## config.mk

```make
export PLATFORM = sky130hd
export DESIGN_NAME = hawk_axi_line_master_flat
export DESIGN_NICKNAME = d
export VERILOG_FILES = /design/src/rtl/hawk_axi_line_master_if.sv /design/src/rtl/hawk_axi_line_master.sv /design/src/flat_wrapper.sv
export SDC_FILE = /design/constraint.sdc
export NUM_CORES = 2
export LEC_CHECK = 0
export BUFFER_PORTS_ARGS = -buffer_cell sky130_fd_sc_hd__buf_2
export CAP_MARGIN = 10
export CORE_AREA = 2 2 729 731
export CTS_CLUSTER_DIAMETER = 30
export DETAILED_ROUTE_END_ITERATION = 10
export DIE_AREA = 0 0 731 733
export GPL_TIMING_DRIVEN = 0
export HOLD_SLACK_MARGIN = 0.12
export PLACE_DENSITY_LB_ADDON = 0.05
export SYNTH_ARGS = -nofsm -noshare
export SYNTH_HDL_FRONTEND = slang
export SYNTH_SLANG_ARGS = --single-unit
```

## constraint.sdc

```tcl
create_clock -name clk -period 4.7 [get_ports clk]
set_clock_uncertainty 0.2 [all_clocks]
set_input_delay 0.235 -clock clk [delete_from_list [all_inputs] [get_ports clk]]
set_output_delay 0.235 -clock clk [all_outputs]
set_load 0.02 [all_outputs]
```

## src/rtl/hawk_axi_line_master_if.sv

```systemverilog
// rtl/hawk_axi_line_master_if.sv - AXI4 write (AW/W/B) and read (AR/R) bus bundles for 256-bit line traffic
//
// HACD_MC_AXI_WR_BUS : AW address channel, W data channel (256-bit beats, 32 strobes), B response channel.
// HACD_MC_AXI_RD_BUS : AR address channel, R data channel (256-bit beats).
// Modports: mst (drives requests, consumes responses), slv (the mirror image).

interface HACD_MC_AXI_WR_BUS;
    logic [5:0]   awid;
    logic [63:0]  awaddr;
    logic [7:0]   awlen;
    logic [2:0]   awsize;
    logic [1:0]   awburst;
    logic         awvalid;
    logic         awready;
    logic [255:0] wdata;
    logic [31:0]  wstrb;
    logic         wlast;
    logic         wvalid;
    logic         wready;
    logic [5:0]   bid;
    logic [1:0]   bresp;
    logic         bvalid;
    logic         bready;

    modport mst (
        output awid, awaddr, awlen, awsize, awburst, awvalid,
        output wdata, wstrb, wlast, wvalid,
        output bready,
        input  awready, wready, bid, bresp, bvalid
    );

    modport slv (
        input  awid, awaddr, awlen, awsize, awburst, awvalid,
        input  wdata, wstrb, wlast, wvalid,
        input  bready,
        output awready, wready, bid, bresp, bvalid
    );
endinterface

interface HACD_MC_AXI_RD_BUS;
    logic [5:0]   arid;
    logic [63:0]  araddr;
    logic [7:0]   arlen;
    logic [2:0]   arsize;
    logic [1:0]   arburst;
    logic         arvalid;
    logic         arready;
    logic [5:0]   rid;
    logic [255:0] rdata;
    logic [1:0]   rresp;
    logic         rlast;
    logic         rvalid;
    logic         rready;

    modport mst (
        output arid, araddr, arlen, arsize, arburst, arvalid,
        output rready,
        input  arready, rid, rdata, rresp, rlast, rvalid
    );

    modport slv (
        input  arid, araddr, arlen, arsize, arburst, arvalid,
        input  rready,
        output arready, rid, rdata, rresp, rlast, rvalid
    );
endinterface

```

## src/rtl/hawk_axi_line_master.sv

```systemverilog
// rtl/hawk_axi_line_master.sv - single-outstanding 64-byte cache-line master onto AXI4 (two 32-byte beats)
//
// Parameter TXN_ID : AXI ID used on awid/arid and expected back on bid.
// clk, rst_n       : rising-edge clock, asynchronous active-low reset.
// req_*            : line request (valid/ready handshake, wr flag, 64-bit byte address,
//                    512-bit data and 64-bit strobes split into two 256-bit beats).
// rsp_*            : one-cycle completion pulse with read line and error flag.
// wr_bus           : AXI4 AW/W/B master side.
// rd_bus           : AXI4 AR/R master side.
//
// Every AXI output is decoded from registered state only, so no AXI input can
// reach an AXI output within a cycle.

module hawk_axi_line_master #(
    parameter logic [5:0] TXN_ID = 6'd0
) (
    input  logic                 clk,
    input  logic                 rst_n,
    input  logic                 req_valid,
    output logic                 req_ready,
    input  logic                 req_wr,
    input  logic [63:0]          req_addr,
    input  logic [511:0]         req_wdata,
    input  logic [63:0]          req_wstrb,
    output logic                 rsp_valid,
    output logic [511:0]         rsp_rdata,
    output logic                 rsp_err,
    HACD_MC_AXI_WR_BUS.mst       wr_bus,
    HACD_MC_AXI_RD_BUS.mst       rd_bus
);

    typedef enum logic [2:0] {
        IDLE,
        WR,
        WR_RESP,
        RD_ADDR,
        RD_DATA,
        DONE
    } state_t;

    state_t         state_q;
    state_t         state_d;

    logic [57:0]    line_q;
    logic [511:0]   wdata_q;
    logic [63:0]    wstrb_q;
    logic           aw_done_q;
    logic           w_done_q;
    logic           wbeat_q;
    logic           rbeat_q;
    // Holds req_ready low through reset and the first edge after it.
    logic           armed_q;

    logic           accept;
    logic           aw_hs;
    logic           w_hs;
    logic           r_hs;
    logic           wr_exit;
    logic           r_bad;

    // Line offset bits and the returned read ID carry no meaning here.
    logic           unused_inputs;
    assign unused_inputs = ^{req_addr[5:0], rd_bus.rid};

    assign accept = req_valid & req_ready;
    assign aw_hs  = wr_bus.awvalid & wr_bus.awready;
    assign w_hs   = wr_bus.wvalid & wr_bus.wready;
    assign r_hs   = rd_bus.rvalid & rd_bus.rready;

    // AW and W complete independently; leave WR once both are finished,
    // counting handshakes that land in this very cycle.
    assign wr_exit = (aw_done_q | aw_hs) & (w_done_q | (w_hs & wbeat_q));

    // A read beat is bad on a non-OKAY response or a misplaced rlast.
    assign r_bad = (rd_bus.rresp != 2'b00) | (rbeat_q ? ~rd_bus.rlast : rd_bus.rlast);

    // Fixed burst shape: 2 beats of 32 bytes, INCR, line-aligned.
    assign wr_bus.awid    = TXN_ID;
    assign wr_bus.awaddr  = {line_q, 6'b0};
    assign wr_bus.awlen   = 8'd1;
    assign wr_bus.awsize  = 3'b101;
    assign wr_bus.awburst = 2'b01;
    assign rd_bus.arid    = TXN_ID;
    assign rd_bus.araddr  = {line_q, 6'b0};
    assign rd_bus.arlen   = 8'd1;
    assign rd_bus.arsize  = 3'b101;
    assign rd_bus.arburst = 2'b01;

    always_ff @(posedge clk or negedge rst_n) begin
        if (!rst_n) begin
            state_q <= IDLE;
        end else begin
            state_q <= state_d;
        end
    end

    always_comb begin
        state_d        = state_q;
        req_ready      = 1'b0;
        rsp_valid      = 1'b0;
        wr_bus.awvalid = 1'b0;
        wr_bus.wvalid  = 1'b0;
        wr_bus.wlast   = 1'b0;
        wr_bus.wdata   = wbeat_q ? wdata_q[511:256] : wdata_q[255:0];
        wr_bus.wstrb   = wbeat_q ? wstrb_q[63:32] : wstrb_q[31:0];
        wr_bus.bready  = 1'b0;
        rd_bus.arvalid = 1'b0;
        rd_bus.rready  = 1'b0;

        case (state_q)
            IDLE: begin
                req_ready = armed_q;
                if (accept) begin
                    state_d = req_wr ? WR : RD_ADDR;
                end
            end
            WR: begin
                wr_bus.awvalid = ~aw_done_q;
                wr_bus.wvalid  = ~w_done_q;
                wr_bus.wlast   = wbeat_q & ~w_done_q;
                if (wr_exit) begin
                    state_d = WR_RESP;
                end
            end
            WR_RESP: begin
                wr_bus.bready = 1'b1;
                if (wr_bus.bvalid) begin
                    state_d = DONE;
                end
            end
            RD_ADDR: begin
                rd_bus.arvalid = 1'b1;
                if (rd_bus.arready) begin
                    state_d = RD_DATA;
                end
            end
            RD_DATA: begin
                rd_bus.rready = 1'b1;
                if (rd_bus.rvalid && rbeat_q) begin
                    state_d = DONE;
                end
            end
            DONE: begin
                rsp_valid = 1'b1;
                state_d   = IDLE;
            end
            default: begin
                state_d = IDLE;
            end
        endcase
    end

    always_ff @(posedge clk or negedge rst_n) begin
        if (!rst_n) begin
            armed_q   <= 1'b0;
            line_q    <= '0;
            wdata_q   <= '0;
            wstrb_q   <= '0;
            aw_done_q <= 1'b0;
            w_done_q  <= 1'b0;
            wbeat_q   <= 1'b0;
            rbeat_q   <= 1'b0;
            rsp_rdata <= '0;
            rsp_err   <= 1'b0;
        end else begin
            armed_q <= 1'b1;
            case (state_q)
                IDLE: begin
                    if (accept) begin
                        line_q    <= req_addr[63:6];
                        wdata_q   <= req_wdata;
                        wstrb_q   <= req_wstrb;
                        aw_done_q <= 1'b0;
                        w_done_q  <= 1'b0;
                        wbeat_q   <= 1'b0;
                        rbeat_q   <= 1'b0;
                        rsp_rdata <= '0;
                        rsp_err   <= 1'b0;
                    end
                end
                WR: begin
                    if (wr_exit) begin
                        aw_done_q <= 1'b0;
                        w_done_q  <= 1'b0;
                        wbeat_q   <= 1'b0;
                    end else begin
                        if (aw_hs) begin
                            aw_done_q <= 1'b1;
                        end
                        if (w_hs) begin
                            if (wbeat_q) begin
                                w_done_q <= 1'b1;
                            end else begin
                                wbeat_q <= 1'b1;
                            end
                        end
                    end
                end
                WR_RESP: begin
                    if (wr_bus.bvalid) begin
                        rsp_err <= (wr_bus.bresp != 2'b00) | (wr_bus.bid != TXN_ID);
                    end
                end
                RD_DATA: begin
                    if (r_hs) begin
                        if (rbeat_q) begin
                            rsp_rdata[511:256] <= rd_bus.rdata;
                        end else begin
                            rsp_rdata[255:0] <= rd_bus.rdata;
                        end
                        // Error is sticky across both beats of the burst.
                        rsp_err <= rsp_err | r_bad;
                        rbeat_q <= ~rbeat_q;
                    end
                end
                default: begin
                end
            endcase
        end
    end

endmodule

```

## src/flat_wrapper.sv

```systemverilog
// flat-port wrapper written by rule: the top's interface ports become plain ports
module hawk_axi_line_master_flat 
#(
    parameter logic [5:0] TXN_ID = 6'd0
)
  (clk, rst_n, req_valid, req_ready, req_wr, req_addr, req_wdata, req_wstrb, rsp_valid, rsp_rdata, rsp_err, wr_bus_awid, wr_bus_awaddr, wr_bus_awlen, wr_bus_awsize, wr_bus_awburst, wr_bus_awvalid, wr_bus_wdata, wr_bus_wstrb, wr_bus_wlast, wr_bus_wvalid, wr_bus_bready, wr_bus_awready, wr_bus_wready, wr_bus_bid, wr_bus_bresp, wr_bus_bvalid, rd_bus_arid, rd_bus_araddr, rd_bus_arlen, rd_bus_arsize, rd_bus_arburst, rd_bus_arvalid, rd_bus_rready, rd_bus_arready, rd_bus_rid, rd_bus_rdata, rd_bus_rresp, rd_bus_rlast, rd_bus_rvalid);
  HACD_MC_AXI_WR_BUS wr_bus_i ();
  HACD_MC_AXI_RD_BUS rd_bus_i ();
  input  logic clk;
  input  logic rst_n;
  input  logic req_valid;
  output logic req_ready;
  input  logic req_wr;
  input  logic [63:0] req_addr;
  input  logic [511:0] req_wdata;
  input  logic [63:0] req_wstrb;
  output logic rsp_valid;
  output logic [511:0] rsp_rdata;
  output logic rsp_err;
  output wire logic [$bits(wr_bus_i.awid)-1:0] wr_bus_awid;
  output wire logic [$bits(wr_bus_i.awaddr)-1:0] wr_bus_awaddr;
  output wire logic [$bits(wr_bus_i.awlen)-1:0] wr_bus_awlen;
  output wire logic [$bits(wr_bus_i.awsize)-1:0] wr_bus_awsize;
  output wire logic [$bits(wr_bus_i.awburst)-1:0] wr_bus_awburst;
  output wire logic [$bits(wr_bus_i.awvalid)-1:0] wr_bus_awvalid;
  output wire logic [$bits(wr_bus_i.wdata)-1:0] wr_bus_wdata;
  output wire logic [$bits(wr_bus_i.wstrb)-1:0] wr_bus_wstrb;
  output wire logic [$bits(wr_bus_i.wlast)-1:0] wr_bus_wlast;
  output wire logic [$bits(wr_bus_i.wvalid)-1:0] wr_bus_wvalid;
  output wire logic [$bits(wr_bus_i.bready)-1:0] wr_bus_bready;
  input wire logic [$bits(wr_bus_i.awready)-1:0] wr_bus_awready;
  input wire logic [$bits(wr_bus_i.wready)-1:0] wr_bus_wready;
  input wire logic [$bits(wr_bus_i.bid)-1:0] wr_bus_bid;
  input wire logic [$bits(wr_bus_i.bresp)-1:0] wr_bus_bresp;
  input wire logic [$bits(wr_bus_i.bvalid)-1:0] wr_bus_bvalid;
  output wire logic [$bits(rd_bus_i.arid)-1:0] rd_bus_arid;
  output wire logic [$bits(rd_bus_i.araddr)-1:0] rd_bus_araddr;
  output wire logic [$bits(rd_bus_i.arlen)-1:0] rd_bus_arlen;
  output wire logic [$bits(rd_bus_i.arsize)-1:0] rd_bus_arsize;
  output wire logic [$bits(rd_bus_i.arburst)-1:0] rd_bus_arburst;
  output wire logic [$bits(rd_bus_i.arvalid)-1:0] rd_bus_arvalid;
  output wire logic [$bits(rd_bus_i.rready)-1:0] rd_bus_rready;
  input wire logic [$bits(rd_bus_i.arready)-1:0] rd_bus_arready;
  input wire logic [$bits(rd_bus_i.rid)-1:0] rd_bus_rid;
  input wire logic [$bits(rd_bus_i.rdata)-1:0] rd_bus_rdata;
  input wire logic [$bits(rd_bus_i.rresp)-1:0] rd_bus_rresp;
  input wire logic [$bits(rd_bus_i.rlast)-1:0] rd_bus_rlast;
  input wire logic [$bits(rd_bus_i.rvalid)-1:0] rd_bus_rvalid;
  assign wr_bus_awid = wr_bus_i.awid;
  assign wr_bus_awaddr = wr_bus_i.awaddr;
  assign wr_bus_awlen = wr_bus_i.awlen;
  assign wr_bus_awsize = wr_bus_i.awsize;
  assign wr_bus_awburst = wr_bus_i.awburst;
  assign wr_bus_awvalid = wr_bus_i.awvalid;
  assign wr_bus_wdata = wr_bus_i.wdata;
  assign wr_bus_wstrb = wr_bus_i.wstrb;
  assign wr_bus_wlast = wr_bus_i.wlast;
  assign wr_bus_wvalid = wr_bus_i.wvalid;
  assign wr_bus_bready = wr_bus_i.bready;
  assign wr_bus_i.awready = wr_bus_awready;
  assign wr_bus_i.wready = wr_bus_wready;
  assign wr_bus_i.bid = wr_bus_bid;
  assign wr_bus_i.bresp = wr_bus_bresp;
  assign wr_bus_i.bvalid = wr_bus_bvalid;
  assign rd_bus_arid = rd_bus_i.arid;
  assign rd_bus_araddr = rd_bus_i.araddr;
  assign rd_bus_arlen = rd_bus_i.arlen;
  assign rd_bus_arsize = rd_bus_i.arsize;
  assign rd_bus_arburst = rd_bus_i.arburst;
  assign rd_bus_arvalid = rd_bus_i.arvalid;
  assign rd_bus_rready = rd_bus_i.rready;
  assign rd_bus_i.arready = rd_bus_arready;
  assign rd_bus_i.rid = rd_bus_rid;
  assign rd_bus_i.rdata = rd_bus_rdata;
  assign rd_bus_i.rresp = rd_bus_rresp;
  assign rd_bus_i.rlast = rd_bus_rlast;
  assign rd_bus_i.rvalid = rd_bus_rvalid;
  hawk_axi_line_master #(.TXN_ID(TXN_ID)) u_core (.clk(clk), .rst_n(rst_n), .req_valid(req_valid), .req_ready(req_ready), .req_wr(req_wr), .req_addr(req_addr), .req_wdata(req_wdata), .req_wstrb(req_wstrb), .rsp_valid(rsp_valid), .rsp_rdata(rsp_rdata), .rsp_err(rsp_err), .wr_bus(wr_bus_i), .rd_bus(rd_bus_i));
endmodule
```

# After elaboration in Yosys (flattened, before gate mapping)
# Cells that the tools add are included.
dict set report word_totals {
  register_bits 1155
}
dict set report op_classes {
  eq_ne 16
  n_mux 39
  bitwise_logic 16
  n_reduce_logical 17
}
# op count
set ops {}
lappend ops {{two-way mux 512 bit} 2}
lappend ops {{one-hot mux 512 bit (2 select lines)} 1}
lappend ops {{two-way mux 256 bit} 3}
lappend ops {{two-way mux 32 bit} 1}
lappend ops {{two-way mux 1 bit} 20}
lappend ops {{AND reduction 4 bit} 4}
lappend ops {{two-way mux 3 bit} 5}
lappend ops {{one-hot mux 3 bit (5 select lines)} 1}
lappend ops {{!= test 2 x 1 -> 1 bit (second input constant)} 5}
lappend ops {{!= test 3 x 1 -> 1 bit (second input constant)} 3}
lappend ops {{AND reduction 3 bit} 3}
lappend ops {{one-hot mux 1 bit (2 select lines)} 4}
lappend ops {{nonzero test 2 bit} 4}
lappend ops {{AND 1 bit} 7}
lappend ops {{equality test 3 x 2 -> 1 bit (second input constant)} 2}
lappend ops {{equality test 3 bit (second input constant)} 2}
lappend ops {{!= test 2 bit (second input constant)} 3}
lappend ops {{nonzero test 6 bit} 1}
lappend ops {{bitwise OR 1 bit} 5}
lappend ops {{AND reduction 5 bit} 1}
lappend ops {{inverter 1 bit} 4}
lappend ops {{equality test 3 x 1 -> 1 bit (second input constant)} 1}
lappend ops {{logical NOT 3 bit} 1}
lappend ops {{one-hot mux 1 bit (3 select lines)} 1}
lappend ops {{other kinds (4)} 4}

# Logic depth before layout (Yosys ltp)
dict set report logic_depth {
  depth_word 8
  ltp_mapped 8
  mapped_depth_nobuf 5
}

# Least setup slack after synthesis
# No wires, ideal clock.
dict set report synth_timing {
  kind {reg2reg}
  start {register u_core.state_q[2]}
  end {register u_core.state_q[0]}
  t_arrival_ps 2120
  required_time_ps 4421
  setup_slack_ps 2301
  stages_incl_launch_ff 6
  period_less_slack_ps 2399
  path_cell_list {dfrtp_1 buf_2 nor4b_1 a22oi_1 o211ai_1 mux2i_1}
}
dict set report synth_via {
  word_cells_on_any_way 22
  cone_classes {eq/ne (9); mux (4); bitwise (7); reduce/logical (2)}
}
# item line_no
set synth_rtl {}
lappend synth_rtl {{from (decl)} hawk_axi_line_master.sv:41} ;# state_t state_q;
lappend synth_rtl {{from (signal assigned)} hawk_axi_line_master.sv:93} ;# state_q <= state_d;
lappend synth_rtl {{equality test 3 x 1 -> 1 bit} hawk_axi_line_master.sv:110} ;# case (state_q)
lappend synth_rtl {{two-way mux 1 bit} hawk_axi_line_master.sv:110}
lappend synth_rtl {{named net wr_bus_awvalid} flat_wrapper.sv:25} ;# output wire logic [$bits(wr_bus_i.awvalid)-1:0] wr_bus_awvalid;
lappend synth_rtl {{AND 1 bit} hawk_axi_line_master.sv:66} ;# assign aw_hs = wr_bus.awvalid & wr_bus.awready;
lappend synth_rtl {{bitwise OR 1 bit} hawk_axi_line_master.sv:72} ;# assign wr_exit = (aw_done_q | aw_hs) & (w_done_q | (w_hs & wbeat_q));
lappend synth_rtl {{AND 1 bit} hawk_axi_line_master.sv:72}
lappend synth_rtl {{!= test 2 x 1 -> 1 bit (no source line)} n/a}
lappend synth_rtl {{AND reduction 5 bit (no source line)} n/a}
# The timed path passes the listed nets, and every way through them passes these cells.
# A chain may end at the register's enable or synchronous reset.

# Worst setup path in the final report
dict set report layout_timing {
  start {register u_core.wbeat_q}
  end {output port wr_bus_wstrb[15]}
}
dict set report layout_via {
  elab_chain_len 1
}
# item line_no
set layout_lines {}
lappend layout_lines {{from (decl)} hawk_axi_line_master.sv:49} ;# logic wbeat_q;
lappend layout_lines {{from (signal assigned)} hawk_axi_line_master.sv:161} ;# wbeat_q <= 1'b0;
lappend layout_lines {{from (signal assigned)} hawk_axi_line_master.sv:175} ;# wbeat_q <= 1'b0;
lappend layout_lines {{from (signal assigned)} hawk_axi_line_master.sv:185} ;# wbeat_q <= 1'b0;
lappend layout_lines {{two-way mux 32 bit} hawk_axi_line_master.sv:105} ;# wr_bus.wstrb = wbeat_q ? wstrb_q[63:32] : wstrb_q[31:0];
lappend layout_lines {{to (decl)} flat_wrapper.sv:27} ;# output wire logic [$bits(wr_bus_i.wstrb)-1:0] wr_bus_wstrb;
# Every way passes these cells.

==> metrics.txt <==
Initial DRT Pass Iterations=5; RR Endpoint=u_core.line_q[42]; placed insts=between 10,000 and 15,000; Async SR Flop Fraction=100%; register area share after synthesis=~60%; critical path startpoint=u_core.wbeat_q; share of the synthesized area in the top cell type=about three fifths; post-detail-place hpwl=around 320,000 µm; Slew headroom=34.8%; commonest non-fill, non-tap cell in the layout=buf_2; DP Area=~0.066 mm²; Initial Util=under 10%; core box area=around 0.53 mm²; setup TNS=0 ps; drt total wl=396,000 µm; YS warnings=0; max-cap viol count=0; row cnt=267; Finished Cell Area=between 0.1 and 0.15 mm²; Fin Hold WS=around 200 ps; initial drt markers=~1,600; worst setup margin=548 ps; Die ar.=around 0.54 mm²; Die Ht=733 µm; Routability Congestion=between 0.8 and 0.9; Max Fclk=0.241 GHz; Setup Crit Path Kind=reg -> out; hold path cells=4; Synth Instances=around 3,800; grt total ovfl=0; CP Data Arrival Time=around 3700 ps; pre-CTS setup slack=slightly above 800 ps; Yosys cell types=36; unrepaired setup endpoints after global routing=false; antenna viol nets, final=0; CTS sink cnt=~1,200; P&R area growth vs syn=114%; number of antenna violations at the first check in global routing=247; Reg2Reg Setup Slack=1300 ps; worst slew pin tran=978 ps; Total Power=about 76 mW; die width=731 µm; Leak=about 46 nW; max-slew violations=0; Synth area leaders=dfrtp_1 (61%), mux2_2 (21%), nand2_1 (6.2%); Tot GR Track Use=between 10% and 20%; status=finished, final reports clean; leading area contributor after synthesis=dfrtp_1; Gate power share=a little over a third; Final Critical Period=about 4200 ps; Power Density=752 mW/mm²; Clock Power Share=42.6%; Post-synth EDFFs=0; Root Driver=clkbuf_16; Top FF cell, synth=dfrtp_1; largest net degree at the start of global routing=128; post-route clock period utilization=between 80% and 90%; clk buf depth=4; most frequent cells in the layout=buf_2 (1,939), dlygate4sd3_1 (1,793), dfrtp_1 (1,155); worst skew pair latency=between 900 and 1000 ps; final setup violation count=0; Req. time, crit path=about 4300 ps; cells on worst reg2reg path=6; Util after Layout=19.2%; layout cell share with drive strength beyond 1=approximately 45%; Switching Share=between 30% and 40%; # DRC=0; startpoint types=flip-flop; Non-Filler Instances=about 15,000; worst-path maximum fanout=10; Internal=46.3 mW; vias per cell=~3.1; worst r2r src=u_core.state_q[2]; Port Buf Inserts=1,834; flops & latches, synth=1,155; CTS buffer count=roughly 540; Peak VDD IR=roughly 0.00045 V; Flop pwr share=about 22%; mapped cell area=roughly 0.047 mm²; wire per inst=between 20 and 30 µm; clk slew on worst S/H paths=around 40 ps; # H-tree levels=6; I/O pins=1,897; Hold Crit Class=in -> reg; # nets final=just under 9,000; Mean Syn Cell Area=approximately 13 µm²; CP Capture Type=output port; hold worst-path end=u_core.rsp_rdata[258]; vias in the first global route=approximately 53,000; CTS tree=built; Final Hold Fails=0; Vias=between 40,000 and 50,000; first-pass GRT wire length=514,000 µm; Sw Pwr=29.8 mW; Hold Startpoint=rd_bus_rdata[2]
[sequential cells by signal, summed over array words and instances (netlist names)]
| name | cells |
|---|---|
| u_core.rsp_rdata | 512 |
| u_core.wdata_q | 512 |
| u_core.wstrb_q | 64 |
| u_core.line_q | 58 |
| u_core.state_q | 3 |
| u_core.armed_q | 1 |
| u_core.aw_done_q | 1 |
| u_core.rbeat_q | 1 |
| u_core.rsp_err | 1 |
| u_core.w_done_q | 1 |
| u_core.wbeat_q | 1 |
[cells in the mapped netlist (2+ instances only)]
cell      number
mux2_2       904
and3_1         2
buf_4        109
nor2_1         9
conb_1         2
inv_1          2
nor4_1         3
buf_2        106
dfrtp_1     1155
o21ai_0      442
buf_6         50
o21ai_1       75
nor4b_1        2
and3b_1        3
clkbuf_1      88
nand2_1      777
mux2_1        19
nor2b_1        2
a21oi_1        5
[logic make-up after synthesis]
kind of cell	synth area share, %
AO/OA/AOI/OAI	5.70
multiplexers	22.0
buffers and inverters	4.76
XOR/XNOR	0.0185
other	0.0159
flip-flops	61.0
AND/OR/NAND/NOR	6.49
[metal layers]
layer	global-route usage, %	up-vias	part of all wire (%)
li1	-	21600	-
met1	14.9	23700	36
met2	25.8	2054	50
met3	6.18	792	9.8
met4	4.43	102	3.5
met5	0	-	0.17
[worst max path at each step]
stage	slack [ps]	to	cells past startpoint
floorplan	2300	u_core.state_q[0]	5
global placement	-30020	u_core.line_q[57]	1
detailed placement	820	wr_bus_wdata[138]	4
CTS	20	wr_bus_wdata[210]	4
global route	210	wr_bus_wstrb[15]	4
finish	550	wr_bus_wstrb[15]	4
[power groups by stage]
| stage | sequential [mW] | clock [mW] | combinational [mW] |
|---|---|---|---|
| 4_1_cts | 17.0 | 33.4 | 28.2 |
| 6_report | 16.9 | 32.4 | 26.8 |
| 5_1_grt | 17.5 | 34.0 | 28.9 |
| 3_3_place_gp | 17.1 | 0 | 26.7 |
| 2_1_floorplan | 18.3 | 0 | 10.6 |
| 3_5_place_dp | 17.1 | 0 | 26.7 |
[final cells by class]
| type | count | area (µm²) |
|---|---|---|
| Timing Repair Buffer | 3642 | 27500 |
| Buffer | 353 | 2250 |
| Sequential cell | 1155 | 28900 |
| Multi-Input combinational cell | 2310 | 16400 |
| Clock inverter | 65 | 1160 |
| Tap cell | 6994 | 8750 |
| Fill cell | 58700 | 426000 |
| Antenna cell | 99 | 248 |
| Clock buffer | 876 | 16000 |
| Inverter | 3 | 11.3 |
[what timing repair did]
| item | 4_1_cts | 5_1_grt |
|---|---|---|
| endpoints found under the setup margin | 91 | 0 |
| resized for setup | 6 | 0 |
| hold buffers | 1793 | 1 |
| buffers inserted | 0 | 0 |
| endpoints found under the hold margin | 1536 | 1 |
[critical path, cell delays in order (launching register included)]
cell      delay, ps
dfrtp_1         600
clkbuf_1        680
clkbuf_1        710
mux2_2          540
buf_2           210
Power figures use the tool's default switching activity.
